## src/rtl/cache_fill_ctrl.sv

```systemverilog
// Block-fill and write-through controller shared by the I-cache and D-cache.
// Grants one requester at a time onto the pipelined main memory, streams the
// returned words into the owning cache's data array, then pulses its tag write.
module cache_fill_ctrl #(
  parameter int BLOCK_WORDS = 8,
  parameter int MEM_LAT     = 4,
  parameter int ADDR_W      = 16,
  parameter int DATA_W      = 16
) (
  input  logic                           clk,
  input  logic                           rst_n,
  input  logic                           i_miss,
  input  logic [ADDR_W-1:0]              i_miss_addr,
  input  logic                           d_miss,
  input  logic [ADDR_W-1:0]              d_miss_addr,
  input  logic                           d_wr_req,
  input  logic [ADDR_W-1:0]              d_wr_addr,
  input  logic [DATA_W-1:0]              d_wr_data,
  output logic                           d_wr_ack,
  output logic                           mem_en,
  output logic                           mem_wr,
  output logic [ADDR_W-1:0]              mem_addr,
  output logic [DATA_W-1:0]              mem_wdata,
  input  logic [DATA_W-1:0]              mem_rdata,
  input  logic                           mem_rvalid,
  output logic [ADDR_W-1:0]              fill_addr,
  output logic [$clog2(BLOCK_WORDS)-1:0] fill_word,
  output logic [DATA_W-1:0]              fill_data,
  output logic                           i_fill_we,
  output logic                           d_fill_we,
  output logic                           i_tag_we,
  output logic                           d_tag_we,
  output logic                           i_fill_busy,
  output logic                           d_fill_busy
);

  localparam int OFF_W = $clog2(BLOCK_WORDS);

  // Byte address of a block: word offset bits plus the byte-in-word bit cleared.
  localparam logic [ADDR_W-1:0] BLK_MASK  = ~((ADDR_W'(1) << (OFF_W + 1)) - ADDR_W'(1));
  localparam logic [OFF_W-1:0]  LAST_WORD = OFF_W'(BLOCK_WORDS - 1);

  localparam logic [1:0] S_IDLE  = 2'd0;
  localparam logic [1:0] S_ISSUE = 2'd1;
  localparam logic [1:0] S_WAIT  = 2'd2;
  localparam logic [1:0] S_TAG   = 2'd3;

  // The last word can only return after issue finishes if memory takes >= 1 cycle.
  if (MEM_LAT < 1 || BLOCK_WORDS < 2 || (1 << OFF_W) != BLOCK_WORDS) begin : g_bad_params
    $error("cache_fill_ctrl: MEM_LAT must be >= 1 and BLOCK_WORDS a power of 2 >= 2");
  end

  logic [1:0]        state_q,     state_d;
  logic              owner_d_q,   owner_d_d;   // 1 = D-cache owns the fill
  logic [ADDR_W-1:0] fill_addr_q, fill_addr_d;
  logic [OFF_W-1:0]  issue_q,     issue_d;
  logic [OFF_W-1:0]  rcv_q,       rcv_d;
  logic              rx;

  // A returning word is accepted only while a fill is actually in flight.
  assign rx = mem_rvalid && (state_q == S_ISSUE || state_q == S_WAIT);

  // Arbitration, read issue and fill sequencing.
  always_comb begin
    state_d     = state_q;
    owner_d_d   = owner_d_q;
    fill_addr_d = fill_addr_q;
    issue_d     = issue_q;
    rcv_d       = rcv_q;
    mem_en      = 1'b0;
    mem_wr      = 1'b0;
    mem_addr    = '0;
    mem_wdata   = '0;
    d_wr_ack    = 1'b0;
    case (state_q)
      S_IDLE: begin
        issue_d = '0;
        rcv_d   = '0;
        if (d_miss) begin
          owner_d_d   = 1'b1;
          fill_addr_d = d_miss_addr & BLK_MASK;
          state_d     = S_ISSUE;
        end else if (d_wr_req) begin
          mem_en    = 1'b1;
          mem_wr    = 1'b1;
          mem_addr  = d_wr_addr;
          mem_wdata = d_wr_data;
          d_wr_ack  = 1'b1;
        end else if (i_miss) begin
          owner_d_d   = 1'b0;
          fill_addr_d = i_miss_addr & BLK_MASK;
          state_d     = S_ISSUE;
        end
      end
      S_ISSUE: begin
        mem_en   = 1'b1;
        mem_addr = fill_addr_q + (ADDR_W'(issue_q) << 1);
        issue_d  = issue_q + 1'b1;
        if (issue_q == LAST_WORD) state_d = S_WAIT;
      end
      S_WAIT: begin
        if (rx && rcv_q == LAST_WORD) state_d = S_TAG;
      end
      default: begin
        state_d = S_IDLE;
      end
    endcase
    if (rx) rcv_d = rcv_q + 1'b1;
  end

  // Controller state; reset abandons any fill in flight.
  always_ff @(posedge clk or negedge rst_n) begin
    if (!rst_n) begin
      state_q     <= S_IDLE;
      owner_d_q   <= 1'b0;
      fill_addr_q <= '0;
      issue_q     <= '0;
      rcv_q       <= '0;
    end else begin
      state_q     <= state_d;
      owner_d_q   <= owner_d_d;
      fill_addr_q <= fill_addr_d;
      issue_q     <= issue_d;
      rcv_q       <= rcv_d;
    end
  end

  assign fill_addr   = fill_addr_q;
  assign fill_word   = rcv_q;
  assign fill_data   = mem_rdata;
  assign i_fill_we   = rx && !owner_d_q;
  assign d_fill_we   = rx &&  owner_d_q;
  assign i_tag_we    = (state_q == S_TAG) && !owner_d_q;
  assign d_tag_we    = (state_q == S_TAG) &&  owner_d_q;
  assign i_fill_busy = (state_q != S_IDLE) && !owner_d_q;
  assign d_fill_busy = (state_q != S_IDLE) &&  owner_d_q;

endmodule
```

## config.mk

```make
export PLATFORM = sky130hd
export DESIGN_NAME = cache_fill_ctrl
export DESIGN_NICKNAME = d
export VERILOG_FILES = /design/src/rtl/cache_fill_ctrl.sv
export SDC_FILE = /design/constraint.sdc
export NUM_CORES = 1
export LEC_CHECK = 0
export ABC_AREA = 1
export CORE_ASPECT_RATIO = 0.8
export CORE_UTILIZATION = 27
export DETAILED_ROUTE_END_ITERATION = 16
export GPL_TIMING_DRIVEN = 1
export HOLD_SLACK_MARGIN = 0.02
export PLACE_DENSITY = 0.86
export SETUP_SLACK_MARGIN = 0.15
export SYNTH_ARGS = -nofsm -noshare
export SYNTH_HDL_FRONTEND = slang
export SYNTH_SLANG_ARGS = --single-unit
```

## constraint.sdc

```tcl
create_clock -name clk -period 1.63 [get_ports clk]
set_clock_uncertainty 0.1 [all_clocks]
set_input_delay 0.326 -clock clk [delete_from_list [all_inputs] [get_ports clk]]
set_output_delay 0.326 -clock clk [all_outputs]
set_load 0.005 [all_outputs]
```

Yosys cells after proc, flatten, opt, wreduce, memory -nomap -nowiden:

Cells that the tools add are included.

* flip-flop bits (word level): 25
* input port bits: 86
* logic and storage cells: 60

* add/sub/neg operators: 3
* equal/unequal tests: 10
* mux-type cells: 25
* reductions and logical operators: 17

Operators by type and width (count)
* $mux W16: 8
* $pmux W16 S2: 1
* $add A16 B4 Y16: 1
* $mux W2: 5
* $logic_and A1 B1 Y1: 8
* $reduce_bool A2 Y1: 4
* $add A3 B1 Y3 const B: 2
* $eq A3 B3 Y1 const B: 2
* $mux W1: 6
* $mux W3: 2
* $ne A3 B3 Y1 const B: 2
* $pmux W2 S3: 1
* $pmux W3 S2: 1
* $eq A2 B2 Y1 const B: 2
* $ne A2 B1 Y1 const B: 2
* $reduce_and A4 Y1: 1
* $reduce_and A3 Y1: 1
* $eq A2 B1 Y1 const B: 1
* $logic_not A2 Y1: 1
* $ne A2 B2 Y1 const B: 1
* $pmux W1 S2: 1
* $logic_not A1 Y1: 1
* $logic_or A1 B1 Y1: 1

Depth between registers and ports, before layout:

* depth in word-level cells: 6
* mapped depth: 8
* gate-level depth less buffers: 7

Worst setup path before layout:

No wires, ideal clock.

* path type: register to output
* from: register state_q[0]
* to: output mem_addr[11]
* data arrival time: 1234 ps
* slack: -30 ps
* cell stages (with the launch flop): 9
* path through: dfrtp_1 inv_1 ha_1 buf_4 nand3_4 inv_2 buf_6 nand2_1 o21ai_0

* word-level cells in the longest chain between the ends: 2
* elaborated cells between the ends (all ways): 3

Ends and longest elaborated chain
* start: declaration: line 53 `logic [1:0] state_q, state_d;`
* start signal: assignment: line 120 `state_q <= state_d;`
* $eq A2 B1 Y1 or $logic_not A2 Y1 (tied branches): line 75 `case (state_q)`
* $pmux W16 S2 (*): line 75
* end: declaration: line 22 `output logic [ADDR_W-1:0] mem_addr,`

Mark *: on every way between the ends. The rest lies on a longest branch, timed or not.

Worst setup path in the final report:

* from: register state_q[0]
* to: output mem_addr[1]

The elaborated chain is that of the path after synthesis.

==> impl_metrics.csv <==
group,metric,value,unit
sta,rsz0062_at_grt,"true",
grt,grt_pass1_vias,2004,
clock_tree,clk_pin_slew,0.08,ns
cells_and_area,areaGrowthSynthToFinish,112.1,%
synthesis,yosys.cell_types.count,19,
clock_tree,cts_sinks,21,
grt,grt_use_total,19.21,%
outcome,violations,"setup timing",
worst_setup_path,crit_path_start_kind,"flop",
die,ios,162,
synthesis,avgSynthCellArea,6.656,um2
power_and_ir_drop,ir_worst_vdd,0.8994,mV
sta,setup_viol,59,
placement,routabilityCongestion,0.6954,
die,start_util,28.15,%
clock_tree,clockRootBuffer,"clkbuf_8",
sta,finalCritPeriodShare,121.3,%
worst_setup_path,cp_slowest_cell,"dfrtp_1",
die,die_area,6484,um2
sta,timing_hold_violations_final,0,
synthesis,ys_warn_count,0,
synthesis,synthCells,250,
worst_setup_path,path_class,"flop to output port",
placement,numPortBuffers,117,
power_and_ir_drop,p_per_area,1374,nW/um2
cells_and_area,nets,489,
die,rows,25,
clock_tree,clockBufferDepth,2,
sta,fmax,505.7,MHz
worst_setup_path,crit_arrival,1.55,ns
grt,gr-total-overflow,0,
worst_setup_path,critical-path-top-delay-family,"buffers and inverters",
worst_setup_path,crit_chain,"buf_4 -> buf_6 -> ha_4 -> buf_6 -> a22o_1 -> buf_2",
worst_setup_path,crit_top_cell,"buf_6",
grt,antenna_found_initial,1,
clock_tree,hold_buffers,0,
power_and_ir_drop,total_power,4.849,mW
grt,grt_pass1_wl,9.715,mm
die,die_x,89.78,um
worst_setup_path,crit_path_max_fanout,5,
worst_hold_path,hold_class,"primary input to asynchronous set/reset pin",
synthesis,ys_ff_latch,21,
route,first_iter_violations,52,
route,avgViaCountPerCell,4.315,
clock_tree,insertion_delay,0.26,ns
flow_run,drv_cap,0,
worst_setup_path,max_stage_delay,0.40,ns
clock_tree,cts_max_level,1,
worst_setup_path,required,1.20,ns
synthesis,ys_seq_area_share,31.58,%
sta,setup_ws,-0.3476,ns
placement,place_area,2934,um2
cells_and_area,n_fill_cell,523,
cells_and_area,final_cell_area,3530,um2
route,ant_nets,0,
die,chipHeight,72.22,um
sta,drv_slew,0,
route,drt_pass1_iterations,4,
route,routed_wl,6.439,mm
route,vias,2054,
worst_setup_path,cp_num_buf_inv,4,
die,core,5912,um2
placement,post-dp-hpwl,4.328,mm
worst_setup_path,cp-end-kind,"output port",
sta,fin_setup_tns,-13.31,ns
outcome,status,"complete, but fails checks",
synthesis,synthesis.area,1664,um2
clock_tree,cts_tree,"built",
sta,layout_min_cycle_time,1.978,ns
power_and_ir_drop,p_leak,1.843,nW
clock_tree,cts-buffers-inserted,3,
grt,grt_max_degree,22,
route,wl_per_cell,13.53,um
cells_and_area,drive_gt1_share,42.39,%
route,drcViolationCount,0,
## cells in the mapped netlist
master	count	area, um2
o21ai_2	5	43.79
a22o_1	1	8.760
nand3_1	6	30.03
o21ai_1	5	25.02
nand4_1	2	12.51
inv_1	41	153.9
buf_2	2	10.01
a21oi_4	1	16.27
o21ai_0	21	105.1
nor2_1	25	93.84
buf_4	22	165.2
nand2_1	80	300.3
nand3_4	1	17.52
conb_1	1	3.750
inv_2	3	11.26
dfrtp_1	21	525.5
clkbuf_1	2	7.510
ha_1	8	100.1
buf_6	3	33.78
## cell usage in the layout (no fill, tap or decap), types with 6 or more instances in the layout
master	n
o21ai_1	11
buf_12	6
buf_6	21
buf_2	38
o21ai_2	19
nand2_1	65
clkdlybuf4s50_1	60
buf_4	17
nand2_2	10
inv_1	37
dfrtp_1	21
dlygate4sd2_1	16
nor2_4	17
## sequential cells by signal (all words and copies together) (netlist names)
signal,flops
state_q,2
fill_word,3
fill_addr,12
owner_d_q,1
issue_q,3
## final timing paths
| path | from | end | slack (ns) | cells past startpoint |
|---|---|---|---|---|
| setup / recovery | state_q[0]$_DFFE_PN0P_ | mem_addr[1] | -0.35 | 6 |
| min in group clk | issue_q[0]$_DFFE_PN0P_ | issue_q[0]$_DFFE_PN0P_ | 0.41 | 1 |
| max in group asynchronous | rst_n | issue_q[1]$_DFFE_PN0P_ | 0.89 | 2 |
| setup reg to reg | state_q[0]$_DFFE_PN0P_ | fill_addr[6]$_DFFE_PN0P_ | -0.20 | 12 |
| hold / removal | rst_n | fill_word[1]$_DFFE_PN0P_ | 0.31 | 2 |
| hold reg to reg | issue_q[0]$_DFFE_PN0P_ | issue_q[0]$_DFFE_PN0P_ | 0.41 | 1 |
## final cells by class
type,count,area [um2],share of cell area (%)
Tap cell,81,101.3,2.871
Clock inverter,1,5.005,0.1418
Clock buffer,3,41.29,1.170
Inverter,44,185.2,5.246
Timing Repair Buffer,166,1575,44.63
Antenna cell,1,2.502,0.07090
Sequential cell,21,525.5,14.89
Multi-Input combinational cell,159,1094,30.98
## worst register-to-register path: stages, from the launching register on
cell and delay, ns:
dfrtp_1 0.40, inv_2 0.09, ha_4 0.15, buf_4 0.10
buf_4 0.09, buf_6 0.12, buf_6 0.11, inv_4 0.04
a21oi_4 0.18, buf_6 0.16, buf_16 0.12, nand2_2 0.04
o21ai_1 0.06
## cells by family (layout without fill, tap and decap cells)
kind of cell               Yosys count  in the layout  synth area share, %
AOI/OAI and AO/OA                   33             33                11.95
other                                1              5               0.2253
and+or+nand+nor                    114            114                27.29
buffers and inverters               73            214                22.93
adders and majority gates            8              8                6.015
DFF                                 21             21                31.58
## per-layer routing
metal  wire [um]  GRT usage (%)
met4          62          4.007
met1        2697          23.61
met2        3254          34.19
met5           0              0
met3         425          5.136
## metrics by stage
step	util, %	hold WS [ns]	setup WS, ns	cells
final	59.70	0.3098	-0.3476	476
after global routing	59.70	0.3336	-0.4139	476
after CTS	55.24	0.3255	-0.3281	471
after detailed placement	49.63	0.4161	-0.6517	442
after global placement	49.63	0.4112	-0.6260	442
after floorplan	-	-0.06959	-0.002621	253
## what timing repair did
action	4_1_cts	5_1_grt
pin swaps	8	5
resized for setup	259	67
cloned	4	0
endpoints found under the setup margin	69	62
setup buffers	21	4
## power by group
part	leakage, nW	total (mW)	switching [mW]	internal, mW
sequential	0.266	0.916	0.160	0.756
clock	0.0255	0.351	0.181	0.170
combinational	1.55	3.58	1.63	1.95
total	1.84	4.85	1.97	2.88
Power figures use the tool's default switching activity.
